## src/rtl/frame_pkg.sv

```systemverilog
// frame_pkg
// Shared definitions for the frame packer slice.
//   fp_state_t  : input-side framing states (start of frame, passing, dropping)
//   FP_SOF_BIT  : position of the start-of-frame flag in a FIFO word
//   FP_EOF_BIT  : position of the end-of-frame flag in a FIFO word
//   FP_FLAG_W   : number of flag bits below the data field
// FIFO word layout is {data, eof, sof}.
package frame_pkg;

  typedef enum logic [1:0] {
    S_SOF  = 2'd0,
    S_PASS = 2'd1,
    S_DROP = 2'd2
  } fp_state_t;

  localparam int FP_SOF_BIT = 0;
  localparam int FP_EOF_BIT = 1;
  localparam int FP_FLAG_W  = 2;

endpackage

```

## src/rtl/sync_fifo.sv

```systemverilog
// sync_fifo
// Single-clock show-ahead FIFO: the head word is visible on rd_data whenever
// the FIFO is non-empty, and a read simply advances past it.
// Ports:
//   i_clk, i_rst : clock, synchronous active-high reset (empties the FIFO)
//   wr_en/wr_data: push a word (ignored when full)
//   rd_en        : pop the head word (ignored when empty)
//   rd_data      : head word, forced to zero while empty
//   level        : occupancy, 0..DEPTH
//   empty, full  : occupancy flags
module sync_fifo #(
  parameter int WIDTH = 5,
  parameter int DEPTH = 16,
  localparam int LVL_W = $clog2(DEPTH + 1),
  localparam int PTR_W = (DEPTH > 1) ? $clog2(DEPTH) : 1
) (
  input  logic             i_clk,
  input  logic             i_rst,
  input  logic             wr_en,
  input  logic [WIDTH-1:0] wr_data,
  input  logic             rd_en,
  output logic [WIDTH-1:0] rd_data,
  output logic [LVL_W-1:0] level,
  output logic             empty,
  output logic             full
);

  localparam logic [PTR_W-1:0] PTR_LAST = PTR_W'(DEPTH - 1);
  localparam logic [LVL_W-1:0] LVL_FULL = LVL_W'(DEPTH);

  logic [WIDTH-1:0] mem [DEPTH];
  logic [PTR_W-1:0] wr_ptr;
  logic [PTR_W-1:0] rd_ptr;
  logic [LVL_W-1:0] count;
  logic             do_wr;
  logic             do_rd;

  assign empty = (count == '0);
  assign full  = (count == LVL_FULL);
  assign do_wr = wr_en & ~full;
  assign do_rd = rd_en & ~empty;
  assign level = count;

  // Explicit wrap keeps the pointers correct for non-power-of-two depths.
  always_ff @(posedge i_clk) begin
    if (i_rst) begin
      wr_ptr <= '0;
      rd_ptr <= '0;
      count  <= '0;
    end else begin
      if (do_wr) begin
        wr_ptr <= (wr_ptr == PTR_LAST) ? '0 : wr_ptr + 1'b1;
      end
      if (do_rd) begin
        rd_ptr <= (rd_ptr == PTR_LAST) ? '0 : rd_ptr + 1'b1;
      end
      case ({do_wr, do_rd})
        2'b10:   count <= count + 1'b1;
        2'b01:   count <= count - 1'b1;
        default: count <= count;
      endcase
    end
  end

  // Storage carries no reset; validity is tracked entirely by the pointers.
  always_ff @(posedge i_clk) begin
    if (do_wr) begin
      mem[wr_ptr] <= wr_data;
    end
  end

  assign rd_data = empty ? '0 : mem[rd_ptr];

endmodule

```

## src/rtl/frame_packer.sv

```systemverilog
// frame_packer
// Groups an unthrottled sample stream into fixed-length frames, tags the first
// and last sample of each frame and buffers whole frames in a FIFO that is
// drained over a valid/ready interface. A frame is admitted only if the FIFO
// has room for all of it at its first sample; otherwise the whole frame is
// dropped, so the consumer only ever sees complete frames.
// Ports:
//   i_clk, i_rst         : clock, synchronous active-high reset
//   i_init               : realign; the next accepted sample starts a frame
//   i_data, i_dv         : input sample and its valid (no backpressure)
//   o_data, o_sof, o_eof : FIFO head sample and its frame flags
//   o_dv, i_ready        : head valid / consumer ready
//   o_level              : FIFO occupancy
//   o_frames             : frames whose eof was transferred (wraps)
//   o_drop_cnt           : dropped frames (saturates)
//   o_err                : sticky realign-mid-frame error
module frame_packer
  import frame_pkg::*;
#(
  parameter int DATA_W     = 3,
  parameter int FRAME_LEN  = 8,
  parameter int FIFO_DEPTH = 16,
  localparam int LVL_W     = $clog2(FIFO_DEPTH + 1)
) (
  input  logic              i_clk,
  input  logic              i_rst,
  input  logic              i_init,
  input  logic [DATA_W-1:0] i_data,
  input  logic              i_dv,
  output logic [DATA_W-1:0] o_data,
  output logic              o_sof,
  output logic              o_eof,
  output logic              o_dv,
  input  logic              i_ready,
  output logic [LVL_W-1:0]  o_level,
  output logic [15:0]       o_frames,
  output logic [15:0]       o_drop_cnt,
  output logic              o_err
);

  localparam int IDX_W  = $clog2(FRAME_LEN);
  localparam int WORD_W = DATA_W + FP_FLAG_W;
  localparam logic [IDX_W-1:0] IDX_LAST  = IDX_W'(FRAME_LEN - 1);
  localparam logic [IDX_W-1:0] IDX_ONE   = IDX_W'(1);
  localparam logic [LVL_W-1:0] ADMIT_MAX = LVL_W'(FIFO_DEPTH - FRAME_LEN);

  fp_state_t         state;
  fp_state_t         state_next;
  logic [IDX_W-1:0]  idx;
  logic [IDX_W-1:0]  idx_next;

  logic              admit;
  logic              wr_req;
  logic              wr_sof;
  logic              wr_eof;
  logic              drop_frame;
  logic              err_set;
  logic [WORD_W-1:0] wr_word;
  logic [WORD_W-1:0] rd_word;
  logic              fifo_empty;
  logic              fifo_full;
  logic              xfer;

  // Admission looks at the registered level only; a same-cycle read is
  // ignored, which can only make the decision more conservative.
  assign admit = (o_level <= ADMIT_MAX);

  // State register
  always_ff @(posedge i_clk) begin
    if (i_rst) begin
      state <= S_SOF;
      idx   <= '0;
    end else begin
      state <= state_next;
      idx   <= idx_next;
    end
  end

  // Next-state logic; i_init overrides any sample in the same cycle.
  always_comb begin
    state_next = state;
    idx_next   = idx;
    if (i_init) begin
      state_next = S_SOF;
      idx_next   = '0;
    end else if (i_dv) begin
      case (state)
        S_SOF: begin
          idx_next   = IDX_ONE;
          state_next = admit ? S_PASS : S_DROP;
        end
        S_PASS, S_DROP: begin
          if (idx == IDX_LAST) begin
            idx_next   = '0;
            state_next = S_SOF;
          end else begin
            idx_next = idx + 1'b1;
          end
        end
        default: begin
          state_next = S_SOF;
          idx_next   = '0;
        end
      endcase
    end
  end

  // Output logic: FIFO write request, flags and drop/error pulses.
  always_comb begin
    wr_req     = 1'b0;
    wr_sof     = 1'b0;
    wr_eof     = 1'b0;
    drop_frame = 1'b0;
    err_set    = i_init && (state == S_PASS) && (idx != '0);
    if (!i_init && i_dv) begin
      case (state)
        S_SOF: begin
          if (admit) begin
            wr_req = 1'b1;
            wr_sof = 1'b1;
          end else begin
            drop_frame = 1'b1;
          end
        end
        S_PASS: begin
          wr_req = 1'b1;
          wr_eof = (idx == IDX_LAST);
        end
        default: begin
          wr_req = 1'b0;
        end
      endcase
    end
  end

  always_comb begin
    wr_word             = '0;
    wr_word[WORD_W-1:FP_FLAG_W] = i_data;
    wr_word[FP_SOF_BIT] = wr_sof;
    wr_word[FP_EOF_BIT] = wr_eof;
  end

  // The full guard is defensive only; admission makes a full write impossible.
  sync_fifo #(
    .WIDTH (WORD_W),
    .DEPTH (FIFO_DEPTH)
  ) u_fifo (
    .i_clk   (i_clk),
    .i_rst   (i_rst),
    .wr_en   (wr_req & ~fifo_full),
    .wr_data (wr_word),
    .rd_en   (i_ready),
    .rd_data (rd_word),
    .level   (o_level),
    .empty   (fifo_empty),
    .full    (fifo_full)
  );

  assign o_data = rd_word[WORD_W-1:FP_FLAG_W];
  assign o_sof  = rd_word[FP_SOF_BIT];
  assign o_eof  = rd_word[FP_EOF_BIT];
  assign o_dv   = ~fifo_empty;
  assign xfer   = o_dv & i_ready;

  // Status counters: frames wrap, drops saturate, error is sticky.
  always_ff @(posedge i_clk) begin
    if (i_rst) begin
      o_frames   <= '0;
      o_drop_cnt <= '0;
      o_err      <= 1'b0;
    end else begin
      if (xfer && o_eof) begin
        o_frames <= o_frames + 16'd1;
      end
      if (drop_frame && (o_drop_cnt != 16'hFFFF)) begin
        o_drop_cnt <= o_drop_cnt + 16'd1;
      end
      if (err_set) begin
        o_err <= 1'b1;
      end
    end
  end

endmodule

```

## config.mk

```make
export PLATFORM = sky130hd
export DESIGN_NAME = frame_packer
export DESIGN_NICKNAME = d
export VERILOG_FILES = /design/src/rtl/frame_pkg.sv /design/src/rtl/sync_fifo.sv /design/src/rtl/frame_packer.sv
export SDC_FILE = /design/constraint.sdc
export NUM_CORES = 1
export LEC_CHECK = 0
export ABC_AREA = 0
export ABC_CLOCK_PERIOD_IN_PS = 6600
export CORE_UTILIZATION = 50
export CTS_BUF_LIST = sky130_fd_sc_hd__clkbuf_4 sky130_fd_sc_hd__clkbuf_8 sky130_fd_sc_hd__clkbuf_16
export CTS_CLUSTER_SIZE = 10
export DETAILED_ROUTE_END_ITERATION = 7
export PLACE_DENSITY = 0.71
export REMOVE_ABC_BUFFERS = 1
export SYNTH_ARGS = -nofsm -noshare
export SYNTH_HDL_FRONTEND = slang
export SYNTH_HIERARCHICAL = 1
export SYNTH_SLANG_ARGS = --single-unit
```

## constraint.sdc

```tcl
create_clock -name i_clk -period 6.6 [get_ports i_clk]
set_clock_uncertainty 0.05 [all_clocks]
set_input_delay 1.98 -clock i_clk [delete_from_list [all_inputs] [get_ports i_clk]]
set_output_delay 1.98 -clock i_clk [all_outputs]
set_load 0.02 [all_outputs]
```

==> impl_metrics.tcl <==
set metrics [dict create \
    hold_end "o_frames[15]" \
    final_ant_viol_nets 0 \
    synth_ff_type "edfxtp_1" \
    top_area_cells_in_the_synthesized_netlist "edfxtp_1, dfxtp_1, mux4_2, ha_1, nor2_1" \
    clock_pin_transition_on_the_worst_setup_and_hold_timing_paths_ns 0.06 \
    cts-buffers-inserted 17 \
    clock_path_buffers 2 \
    maximum_number_of_pins_on_one_net_before_global_route_repair 31 \
    grtUsageTotal_pct 21.3 \
    tritoncts_clock_tree "done" \
    number_of_enable_flip_flop_cells_after_synthesis 80 \
    overflow 0 \
    hold_path.class "flop to flop" \
    clock_tree.root_cell "clkbuf_16" \
    drv.max_cap_violation_count 0 \
    route.detailed.drc 1 \
    wire_per_inst_microns 18.3 \
    boundaryPins 52 \
    outcome "finished, violations left" \
    start_util_pct 52.2 \
    die_height_microns 112 \
    crit_path_required_time_ns 4.57 \
    share_of_the_synthesized_area_in_the_top_cell_type_pct 39.5 \
    detailedRoute.firstPassIterationCount 6 \
    layout_worst_path_cycle_share_pct 76.8 \
    detailroute.via_count 4091 \
    grt_setup_unrepaired "no" \
    critical_path.endpoint_type "output pin" \
    row_count 39 \
    violations "design-rule violations" \
    period_minus_slack_ns 5.07 \
    vdd_ir_drop_max_v 0.000200 \
    synthesis.area_sq_um 6090 \
    power_leakage_nw 2.40 \
    worst-slew-pin-transition_ns 0.863 \
    whs_ns 0.429 \
    worstPathMaxFanout 12 \
    regToRegStartpoint "u_fifo/level[1]" \
    clkSinkCount 135 \
    setup_viol 0 \
    syn_to_final_growth_pct 19.1 \
    dp.cells 651 \
    worst_hold_path.num_cells 2 \
    grt_pass1_wl_microns 20300 \
    initial_antenna_violation_count 0 \
    critical_register_to_register_path_endpoint "u_fifo/level[4]" \
    holdBufCountCts 0 \
    finalInstanceArea_sq_um 7250 \
    die_area_sq_um 12600 \
    worstSkewPairLatency_ns 0.41 \
    setup-tns-final_ns 0 \
    core_area_sq_um 11700 \
    detailed_place.area_sq_um 6660 \
    critical_path.startpoint_type "flop" \
    worst-r2r-setup-slack_ns 2.84 \
    layout-drive-gt1-share_pct 13.3 \
    crit_arrival_ns 3.04 \
    postSynthRegisterBits 135 \
    yosys_warnings 6 \
    post_layout_nonfiller_instances 683 \
    synth-async-reset-ratio_pct 0 \
    powerDensity_nw_per_um2 353 \
    postSynthCellCount 481 \
    viasPerCell 5.99 \
    portion_of_the_post_synthesis_area_used_by_sequential_elements_pct 57.6 \
    drtIter0Drc 263 \
    final_max_slew_viol_count 0 \
    postCtsSetupBuffers 0 \
    leading_area_contributor_after_synthesis "edfxtp_1" \
    die_width_microns 112 \
    numPortBuffers 51 \
    critPathKind "flop to output pin" \
    num-nets-final 551 \
    wl_microns 12500 \
    hold_violations 0 \
    avgSynthCellArea_sq_um 12.7 \
    final.fill_count 879 \
    antenna-diode-count 0 \
    yosys.cell_types.count 59 \
    maxClockFrequency_mhz 197 \
    worstHoldStart "o_frames[15]" \
    cts_repair_resize_count 0 \
    place.detailed.hpwl_microns 8060 \
    place_congestion 0.790 \
    clock_tree.htree_level_count 4 \
    first_global_vias 4027 \
    rr_worst_depth 13 \
    fin_util_pct 62.2 \
    maxSlewHeadroom_pct 42.0 \
]
==> logic make-up (layout without fill, tap and decap cells) <==
kind of cell             after synthesis  after routing  synth area share [%]
flip-flops                           135            135                  57.6
adder cells (fa/ha/maj)               16             16                  3.29
multiplexers                          37             37                  10.3
AND/OR/NAND/NOR                      154            154                  13.9
AO/OA/AOI/OAI                         80             80                  9.33
XOR/XNOR                              15             15                  2.16
buffers and inverters                 44            103                  3.41
==> cells in the final DEF (no fill, tap or decap), drive strengths merged, types with 13 or more instances in the layout <==
master and n:
edfxtp 80, dfxtp 55, clkdlybuf4s50 50, nor2 42
a21oi 21, mux4 20, clkbuf 18, inv 17
nand2 16, ha 16, nand3 15, xor2 14
a211oi 13
==> layer usage <==
metal / GRT usage [%] / up-vias / share of wire (%)
met3: 5.08 / 16 / 4.3
li1: - / 1944 / -
met5: 0 / - / 0
met1: 27.0 / 2009 / 44
met2: 35.3 / 122 / 51
met4: 8.80 / 0 / 1.4
==> critical path: stages, from the launching register on <==
cell and delay (ns):
dfxtp_1 0.69, buf_4 0.35, mux4_2 0.52, nor2b_1 0.15, a211oi_1 0.26, a211oi_1 0.08
clkdlybuf4s50_1 0.57
==> worst max path at each step <==
stage / start / end / slack (ns) / cells after the start
finish: flop / o_data[0] / 1.53 / 6
detailed placement: i_dv / u_fifo/level[4] / 1.21 / 12
global route: flop / o_data[1] / 1.36 / 6
global placement: i_dv / u_fifo/level[4] / 1.32 / 12
CTS: flop / o_data[0] / 1.44 / 6
floorplan: i_dv / u_fifo/level[4] / 2.13 / 11
==> final cells by class <==
class	count	area [sq um]	share of cell area, %
multi-input combinational	302	2380	32.8
tap	143	179	2.47
timing repair buffer	55	536	7.39
clock inverter	14	158	2.17
clock buffer	18	433	5.97
inverter	16	60.1	0.828
sequential	135	3500	48.3
==> registers in the layout, indices dropped and copies added (netlist names), named ones only <==
name / flops
idx: 3
o_drop_cnt: 16
o_err: 1
o_frames: 16
state: 2
u_fifo/level: 5
u_fifo/mem: 80
u_fifo/rd_ptr: 4
u_fifo/wr_ptr: 4
==> power by group <==
part / switching [W] / leakage (nW) / internal (W)
Sequential: 0.0000674 / 1.18 / 0.000933
Combinational: 0.000344 / 0.935 / 0.000278
Clock: 0.000343 / 0.286 / 0.000593
Total: 0.000754 / 2.40 / 0.00180
==> cells in the mapped netlist (5+ instances only) <==
cell type and n:
edfxtp_1 80, dfxtp_1 55, nor2_1 42, a21oi_1 20, mux4_2 20, ha_1 16
inv_1 16, nand2_1 16, nand3_1 15, xor2_1 14, a211oi_1 13, clkbuf_1 12
mux2i_1 12, o31ai_1 11, or4_1 10, buf_2 9, nand4_1 9, nor2b_1 9
nor3_1 9, o21ai_0 8, nand2b_1 7, or3_1 7, and3_1 6, nor4_1 6
mux2_2 5
==> stage by stage <==
stage	power [W]	setup WS (ns)
detailed placement	0.00164	1.21
CTS	0.00258	1.44
global placement	0.00162	1.32
floorplan	0.00141	2.13
finish	0.00256	1.53
global route	0.00267	1.36
Note: power is estimated with default switching activity, not from simulation.
